===== src/rtl/lfsr_pkg.sv =====
// Shared LFSR types and helpers for the game's random blocks.
package lfsr_pkg;

  typedef enum logic [0:0] {
    IDLE   = 1'b0,
    SEARCH = 1'b1
  } sel_state_e;

  localparam int unsigned LFSR_MAX_W = 64;

  // Maximal-length Galois feedback masks for the widths used in the game.
  localparam logic [2:0]  TAPS_W3  = 3'h6;
  localparam logic [3:0]  TAPS_W4  = 4'hC;
  localparam logic [4:0]  TAPS_W5  = 5'h14;
  localparam logic [7:0]  TAPS_W8  = 8'hB8;
  localparam logic [15:0] TAPS_W16 = 16'hB400;

  function automatic logic [LFSR_MAX_W-1:0] default_taps(input int unsigned width);
    case (width)
      3:       return LFSR_MAX_W'(TAPS_W3);
      4:       return LFSR_MAX_W'(TAPS_W4);
      5:       return LFSR_MAX_W'(TAPS_W5);
      8:       return LFSR_MAX_W'(TAPS_W8);
      16:      return LFSR_MAX_W'(TAPS_W16);
      default: return '0;
    endcase
  endfunction

  // Galois right-shift step; callers zero-extend and truncate to their width.
  function automatic logic [LFSR_MAX_W-1:0] lfsr_step(input logic [LFSR_MAX_W-1:0] state,
                                                      input logic [LFSR_MAX_W-1:0] taps);
    return (state >> 1) ^ (state[0] ? taps : '0);
  endfunction

endpackage


===== src/rtl/lfsr_mole_sel_if.sv =====
// Control/result bundle between game-control FSM (master) and mole selector (slave).
interface lfsr_mole_sel_if #(
  parameter int unsigned WIDTH     = 8,
  parameter int unsigned NUM_MOLES = 5
);
  localparam int unsigned IDX_W = (NUM_MOLES > 2) ? $clog2(NUM_MOLES) : 1;

  logic                 seed_load;
  logic [WIDTH-1:0]     seed;
  logic                 step_en;
  logic                 req;
  logic                 busy;
  logic                 mole_valid;
  logic [IDX_W-1:0]     mole_idx;
  logic [NUM_MOLES-1:0] mole;

  modport master (
    output seed_load, seed, step_en, req,
    input  busy, mole_valid, mole_idx, mole
  );

  modport slave (
    input  seed_load, seed, step_en, req,
    output busy, mole_valid, mole_idx, mole
  );
endinterface


===== src/rtl/lfsr_core.sv =====
// Galois LFSR with load and step; a zero load value is replaced by all-ones.
module lfsr_core
  import lfsr_pkg::*;
#(
  parameter int unsigned      WIDTH = 8,
  parameter logic [WIDTH-1:0] TAPS  = 8'hB8
) (
  input  logic             clk,
  input  logic             reset,
  input  logic             load,
  input  logic [WIDTH-1:0] load_value,
  input  logic             step,
  output logic [WIDTH-1:0] state
);

  // Load wins over step so a seed always lands exactly as given.
  always_ff @(posedge clk or posedge reset) begin
    if (reset) begin
      state <= '1;
    end else if (load) begin
      state <= (load_value == '0) ? '1 : load_value;
    end else if (step) begin
      state <= WIDTH'(lfsr_step(LFSR_MAX_W'(state), LFSR_MAX_W'(TAPS)));
    end
  end

endmodule


===== src/rtl/lfsr_mole_sel.sv =====
// Random mole selector: walks the LFSR for an in-range, non-repeating index.
// Build option: MOLE_NO_REPEAT_EN enables the no-repeat rule and prev_idx tracking.
module lfsr_mole_sel
  import lfsr_pkg::*;
#(
  parameter int unsigned      WIDTH     = 8,
  parameter logic [WIDTH-1:0] TAPS      = 8'hB8,
  parameter int unsigned      NUM_MOLES = 5,
  parameter int unsigned      MAX_TRIES = 16
) (
  input  logic           clk,
  input  logic           reset,
  lfsr_mole_sel_if.slave bus
);

  localparam int unsigned IDX_W = (NUM_MOLES > 2) ? $clog2(NUM_MOLES) : 1;
  localparam int unsigned TRY_W = (MAX_TRIES > 1) ? $clog2(MAX_TRIES) : 1;

  localparam logic [IDX_W:0]   NUM_MOLES_L = (IDX_W+1)'(NUM_MOLES);
  localparam logic [IDX_W-1:0] LAST_IDX    = IDX_W'(NUM_MOLES - 1);
  localparam logic [TRY_W-1:0] TRY_LAST    = TRY_W'(MAX_TRIES - 1);

  sel_state_e           state_q, state_d;
  logic [TRY_W-1:0]     tries_q, tries_d;
  logic                 busy_q, busy_d;
  logic                 valid_q, valid_d;
  logic [IDX_W-1:0]     idx_q, idx_d;
  logic [NUM_MOLES-1:0] mole_q, mole_d;

  logic [WIDTH-1:0]     lfsr_state;
  logic [IDX_W-1:0]     cand;
  logic                 in_range;
  logic                 cand_ok;
  logic [IDX_W-1:0]     fallback_idx;
  logic                 take;
  logic [IDX_W-1:0]     sel_idx;
  logic                 unused_state;

  lfsr_core #(
    .WIDTH (WIDTH),
    .TAPS  (TAPS)
  ) u_core (
    .clk        (clk),
    .reset      (reset),
    .load       (bus.seed_load),
    .load_value (bus.seed),
    .step       ((state_q == SEARCH) || bus.step_en),
    .state      (lfsr_state)
  );

  assign cand         = lfsr_state[IDX_W-1:0];
  assign in_range     = {1'b0, cand} < NUM_MOLES_L;
  assign unused_state = ^lfsr_state;

`ifdef MOLE_NO_REPEAT_EN
  logic [IDX_W-1:0] prev_idx_q;
  logic             prev_vld_q;

  // Remembers the last delivered index so the next pick can avoid it.
  always_ff @(posedge clk or posedge reset) begin
    if (reset) begin
      prev_idx_q <= '0;
      prev_vld_q <= 1'b0;
    end else if (take) begin
      prev_idx_q <= sel_idx;
      prev_vld_q <= 1'b1;
    end
  end

  assign cand_ok      = in_range && (!prev_vld_q || (cand != prev_idx_q));
  assign fallback_idx = !prev_vld_q             ? '0 :
                        (prev_idx_q == LAST_IDX) ? '0 :
                        prev_idx_q + IDX_W'(1);
`else
  assign cand_ok      = in_range;
  assign fallback_idx = '0;
`endif

  // Next-state and output decode; seed_load aborts everything.
  always_comb begin
    state_d = state_q;
    tries_d = tries_q;
    take    = 1'b0;
    sel_idx = cand;
    if (bus.seed_load) begin
      state_d = IDLE;
    end else begin
      case (state_q)
        IDLE: begin
          if (bus.req) begin
            state_d = SEARCH;
            tries_d = '0;
          end
        end
        SEARCH: begin
          if (cand_ok) begin
            take    = 1'b1;
            state_d = IDLE;
          end else if (tries_q == TRY_LAST) begin
            take    = 1'b1;
            sel_idx = fallback_idx;
            state_d = IDLE;
          end else begin
            tries_d = tries_q + TRY_W'(1);
          end
        end
        default: state_d = IDLE;
      endcase
    end

    busy_d  = (state_d == SEARCH);
    valid_d = take;
    idx_d   = take ? sel_idx : idx_q;
    mole_d  = take ? (NUM_MOLES'(1) << sel_idx) : mole_q;
  end

  always_ff @(posedge clk or posedge reset) begin
    if (reset) begin
      state_q <= IDLE;
      tries_q <= '0;
      busy_q  <= 1'b0;
      valid_q <= 1'b0;
      idx_q   <= '0;
      mole_q  <= '0;
    end else begin
      state_q <= state_d;
      tries_q <= tries_d;
      busy_q  <= busy_d;
      valid_q <= valid_d;
      idx_q   <= idx_d;
      mole_q  <= mole_d;
    end
  end

  assign bus.busy       = busy_q;
  assign bus.mole_valid = valid_q;
  assign bus.mole_idx   = idx_q;
  assign bus.mole       = mole_q;

endmodule


===== src/flat_wrapper.sv =====
// flat-port wrapper written by rule: the top's interface ports become plain ports
module lfsr_mole_sel_flat import lfsr_pkg::*;
#(
  parameter int unsigned      WIDTH     = 8,
  parameter logic [WIDTH-1:0] TAPS      = 8'hB8,
  parameter int unsigned      NUM_MOLES = 5,
  parameter int unsigned      MAX_TRIES = 16
)
  (clk, reset, bus_seed_load, bus_seed, bus_step_en, bus_req, bus_busy, bus_mole_valid, bus_mole_idx, bus_mole);
  lfsr_mole_sel_if #(.WIDTH(WIDTH), .NUM_MOLES(NUM_MOLES)) bus_i ();
  input  logic clk;
  input  logic reset;
  input wire logic [$bits(bus_i.seed_load)-1:0] bus_seed_load;
  input wire logic [$bits(bus_i.seed)-1:0] bus_seed;
  input wire logic [$bits(bus_i.step_en)-1:0] bus_step_en;
  input wire logic [$bits(bus_i.req)-1:0] bus_req;
  output wire logic [$bits(bus_i.busy)-1:0] bus_busy;
  output wire logic [$bits(bus_i.mole_valid)-1:0] bus_mole_valid;
  output wire logic [$bits(bus_i.mole_idx)-1:0] bus_mole_idx;
  output wire logic [$bits(bus_i.mole)-1:0] bus_mole;
  assign bus_i.seed_load = bus_seed_load;
  assign bus_i.seed = bus_seed;
  assign bus_i.step_en = bus_step_en;
  assign bus_i.req = bus_req;
  assign bus_busy = bus_i.busy;
  assign bus_mole_valid = bus_i.mole_valid;
  assign bus_mole_idx = bus_i.mole_idx;
  assign bus_mole = bus_i.mole;
  lfsr_mole_sel #(.WIDTH(WIDTH), .TAPS(TAPS), .NUM_MOLES(NUM_MOLES), .MAX_TRIES(MAX_TRIES)) u_core (.clk(clk), .reset(reset), .bus(bus_i));
endmodule

===== config.mk =====
export PLATFORM = sky130hd
export DESIGN_NAME = lfsr_mole_sel_flat
export DESIGN_NICKNAME = d
export VERILOG_FILES = /design/src/rtl/lfsr_pkg.sv /design/src/rtl/lfsr_mole_sel_if.sv /design/src/rtl/lfsr_core.sv /design/src/rtl/lfsr_mole_sel.sv /design/src/flat_wrapper.sv
export SDC_FILE = /design/constraint.sdc
export NUM_CORES = 1
export LEC_CHECK = 0
export ABC_AREA = 0
export ABC_CLOCK_PERIOD_IN_PS = 1600
export CAP_MARGIN = 20
export CORE_MARGIN = 3
export CORE_UTILIZATION = 40
export CTS_CLUSTER_DIAMETER = 100
export DETAILED_ROUTE_END_ITERATION = 10
export PLACE_DENSITY = 0.66
export SYNTH_ARGS = -nofsm -noshare
export SYNTH_HDL_FRONTEND = slang
export SYNTH_HIERARCHICAL = 1
export SYNTH_SLANG_ARGS = --single-unit

===== constraint.sdc =====
create_clock -name clk -period 1.6 [get_ports clk]
set_input_delay 0.32 -clock clk [delete_from_list [all_inputs] [get_ports clk]]
set_output_delay 0.32 -clock clk [all_outputs]
set_load 0.005 [all_outputs]

==> impl_metrics.prom <==
# TYPE chip_impl_metric gauge
chip_impl_metric{name="worst_ep_required_time",unit="ns"} 1.28
chip_impl_metric{name="synth_top_area_frac",unit=""} 0.270
chip_impl_metric{name="timing_worst_slew_pin_value",unit="ns"} 0.531
chip_impl_metric{name="die_area",unit="um2"} 3960
chip_impl_metric{name="fp.dieW",unit="um"} 62.9
chip_impl_info{name="ys.flop_type",value="dfrtp_1"} 1
chip_impl_info{name="yosys.area.top_type",value="dfrtp_1"} 1
chip_impl_metric{name="place_congestion",unit=""} 0.880
chip_impl_info{name="critical_path.cell_chain",value="clkdlybuf4s50_1"} 1
chip_impl_metric{name="power_density",unit="nW/um2"} 908
chip_impl_metric{name="io_buffer_count",unit=""} 22
chip_impl_metric{name="synthDistinctLibCells",unit=""} 44
chip_impl_metric{name="async_reset_ff_frac",unit=""} 1.00
chip_impl_metric{name="wl_per_cell",unit="um"} 13.9
chip_impl_metric{name="placement.setup.worst_slack",unit="ns"} -0.206
chip_impl_metric{name="critPathBufInv",unit=""} 1
chip_impl_metric{name="finalClockSkew",unit="ns"} 0.0177
chip_impl_metric{name="ys.warnings.count",unit=""} 6
chip_impl_metric{name="r2r.worst_path.cells",unit=""} 4
chip_impl_metric{name="setup_slack",unit="ns"} 0.0520
chip_impl_metric{name="cts_inserted_buffers",unit=""} 3
chip_impl_metric{name="grt_max_degree",unit=""} 15
chip_impl_metric{name="vias_per_cell",unit=""} 5.38
chip_impl_info{name="timing_worst_setup_path_type",value="reg -> out"} 1
chip_impl_metric{name="vdd_ir_drop_max",unit="uV"} 358
chip_impl_metric{name="i_o_pins",unit=""} 23
chip_impl_metric{name="drive_above_1_share",unit=""} 0.291
chip_impl_metric{name="synth_edf_count",unit=""} 0
chip_impl_info{name="r2r-end",value="u_core/tries_q[0]$_DFFE_PP0P_"} 1
chip_impl_metric{name="max_cap_viol_count",unit=""} 0
chip_impl_metric{name="power.leakage",unit="nW"} 0.748
chip_impl_metric{name="vias",unit=""} 1217
chip_impl_metric{name="critical_path_peak_fanout",unit=""} 3
chip_impl_metric{name="synth.cell_area",unit="um2"} 1300
chip_impl_metric{name="hold_viol_final",unit=""} 0
chip_impl_info{name="r2r_start",value="u_core/tries_q[1]$_DFFE_PP0P_"} 1
chip_impl_info{name="synth.most_common_cell",value="dfrtp_1"} 1
chip_impl_metric{name="clock_slew_seen_by_the_registers_of_the_worst_setup_and_hold_paths",unit="ns"} 0.14
chip_impl_metric{name="yosysSeqAreaShare",unit=""} 0.432
chip_impl_metric{name="maximum_buffer_depth_of_the_clock_tree",unit=""} 2
chip_impl_info{name="startpoint_type",value="flop"} 1
chip_impl_metric{name="final.period_utilization",unit=""} 0.967
chip_impl_metric{name="ff2ff_setup_slack",unit="ns"} 0.06
chip_impl_metric{name="final_max_slew_viol_count",unit=""} 0
chip_impl_info{name="critPathTopFamily",value="buffers and inverters"} 1
chip_impl_metric{name="clkLatencyLatePin",unit="ns"} 0.31
chip_impl_metric{name="via_count_of_the_first_global_routing_pass",unit=""} 1217
chip_impl_metric{name="syn-num-nets",unit=""} 148
chip_impl_metric{name="syn-instance-count",unit=""} 134
chip_impl_metric{name="finalSetupViolCount",unit=""} 0
chip_impl_info{name="cts.root.buffer_cell",value="clkbuf_4"} 1
chip_impl_info{name="cts_tree",value="yes"} 1
chip_impl_info{name="critical_path.endpoint_type",value="output pin"} 1
chip_impl_metric{name="globalRouteOverflowTotal",unit=""} 0
chip_impl_metric{name="numClockSinks",unit=""} 22
chip_impl_metric{name="grt_antenna_before_repair",unit=""} 0
chip_impl_metric{name="fillers",unit=""} 269
chip_impl_metric{name="wire_length_of_the_first_global_routing_pass",unit="mm"} 5.34
chip_impl_info{name="netlist_top_cells_area",value="dfrtp_1, dfstp_2, a21oi_1, nand2_1, mux2i_1"} 1
chip_impl_metric{name="timing_limited_maximum_frequency",unit="MHz"} 646
chip_impl_metric{name="cpPeakStageDelay",unit="ns"} 0.51
chip_impl_metric{name="placement_rows",unit=""} 20
chip_impl_metric{name="core_box_area",unit="um2"} 3080
chip_impl_metric{name="finalNetCount",unit=""} 197
chip_impl_info{name="post_synth_most_frequent_cells",value="dfrtp_1, nand2_1, a21oi_1, dfstp_2"} 1
chip_impl_metric{name="clock_period_minus_worst_slack",unit="ns"} 1.55
chip_impl_metric{name="drc",unit=""} 0
chip_impl_metric{name="drt_first_iter_violations",unit=""} 65
chip_impl_metric{name="die_h",unit="um"} 62.9
chip_impl_metric{name="worst_ep_arrival_time",unit="ns"} 1.23
chip_impl_metric{name="total_power",unit="mW"} 1.64
chip_impl_metric{name="insertedDiodeCount",unit=""} 0
chip_impl_metric{name="ant_nets",unit=""} 0
chip_impl_info{name="run_status",value="finished clean"} 1
chip_impl_info{name="timing.hold.worst.class",value="in -> async"} 1
chip_impl_metric{name="dr.pass1.iters",unit=""} 4
chip_impl_metric{name="areaGrowthSynthToFinish",unit="%"} 39.4
chip_impl_metric{name="ys_seq_elements",unit=""} 22
chip_impl_info{name="crit_slowest_cell",value="clkdlybuf4s50_1"} 1
chip_impl_metric{name="detailed_placement_wirelength_estimate",unit="mm"} 2.40
chip_impl_metric{name="grt_use_total",unit=""} 0.164
chip_impl_metric{name="worst_slew_margin_rel",unit=""} 0.645
chip_impl_metric{name="initial_utilization",unit=""} 0.421
chip_impl_metric{name="total_wirelength",unit="mm"} 3.13
chip_impl_metric{name="htree_levels",unit=""} 1
chip_impl_metric{name="post_synth.cell_area_avg",unit="um2"} 9.67
-- sequential cells by signal, summed over array words and instances, names as in the netlist --
register / count
u_core/bus.mole_idx: 3
u_core/bus.mole: 5
u_core/bus.busy: 1
u_core/bus.mole_valid: 1
u_core/u_core/state: 8
u_core/tries_q: 4
-- area by class of cell --
type                            instances  area, um2  share of cell area
Multi-Input combinational cell         97        667               0.369
Sequential cell                        22        562               0.311
Timing Repair Buffer                   52        470               0.260
Tap cell                               44       55.1              0.0305
Clock buffer                            4       26.3              0.0145
Inverter                                7       26.3              0.0145
-- through the flow --
step           hold WS (ns)  instance area, um2   util  TNS (ns)  instances
2_1_floorplan         0.209                1300      -         0        134
3_3_place_gp          0.489                1720  0.559    -0.729        216
3_5_place_dp          0.493                1720  0.559     -1.21        216
4_1_cts               0.367                1760  0.573         0        222
5_1_grt               0.426                1810  0.587  -0.00376        226
6_report              0.347                1810  0.587         0        226
-- cell usage in the layout (no fill, tap or decap), types with 2 or more instances in the layout --
cell type	instances
a211oi_1	4
a21oi_1	9
a22oi_1	2
a2bb2oi_1	2
a31oi_1	4
a32o_1	2
buf_12	2
buf_4	28
clkbuf_4	3
clkdlybuf4s50_1	22
dfrtp_1	13
dfstp_2	8
inv_1	7
mux2i_1	4
nand2_1	11
nand2b_1	3
nand3_1	3
nor2_1	7
nor2b_1	4
nor3_1	3
nor4_1	3
o21ai_0	6
o21ai_1	2
o221ai_1	2
o31a_1	2
xnor2_1	3
-- routing by layer --
layer	vias to the layer above	GRT usage	share of wire	routed length [um]
met5	-	0	0	0
met2	35	0.279	0.48	1500
li1	597	-	-	-
met4	0	0.0468	0.014	43
met1	579	0.216	0.47	1470
met3	6	0.0198	0.038	119
-- timing repair --
| item | in CTS | in global routing |
|---|---|---|
| setup endpoints to repair | 1 | 5 |
| setup buffers | 2 | 4 |
| resized for setup | 1 | 3 |
| hold buffers | 0 | 0 |
| pin swaps | 0 | 2 |
-- report_power, final --
group          leakage, nW  internal [mW]  switching [mW]
Sequential           0.255          0.688          0.0796
Clock               0.0150         0.0973           0.175
Combinational        0.478          0.358           0.242
Total                0.748           1.14           0.497
-- logic make-up (layout without fill, tap and decap cells) --
kind of cell	count (synthesis)	after routing	share of synthesized area
AND/OR/NAND/NOR	43	43	0.181
multiplexers	6	6	0.0512
buffers and inverters	15	63	0.0637
adder cells (fa/ha/maj)	1	1	0.00965
AO/OA/AOI/OAI	44	44	0.242
flip-flops	22	22	0.432
XOR/XNOR	3	3	0.0203
-- worst max path at each step --
stage	start	endpoint	slack, ns	depth (start not counted)
after floorplan	u_core/u_core/state[1]$_DFFE_PP1P_	u_core/tries_q[0]$_DFFE_PP0P_	0.1	4
after global placement	bus_seed_load	u_core/tries_q[0]$_DFFE_PP0P_	-0.1	4
after CTS	u_core/bus.mole[3]$_DFFE_PP0P_	bus_mole[3]	0.008	1
final	u_core/bus.mole[3]$_DFFE_PP0P_	bus_mole[3]	0.05	1
after global routing	u_core/bus.mole[3]$_DFFE_PP0P_	bus_mole[3]	-0.004	1
after detailed placement	bus_seed[2]	u_core/u_core/state[5]$_DFFE_PP1P_	-0.21	4
Note: power is estimated with default switching activity, not from simulation.
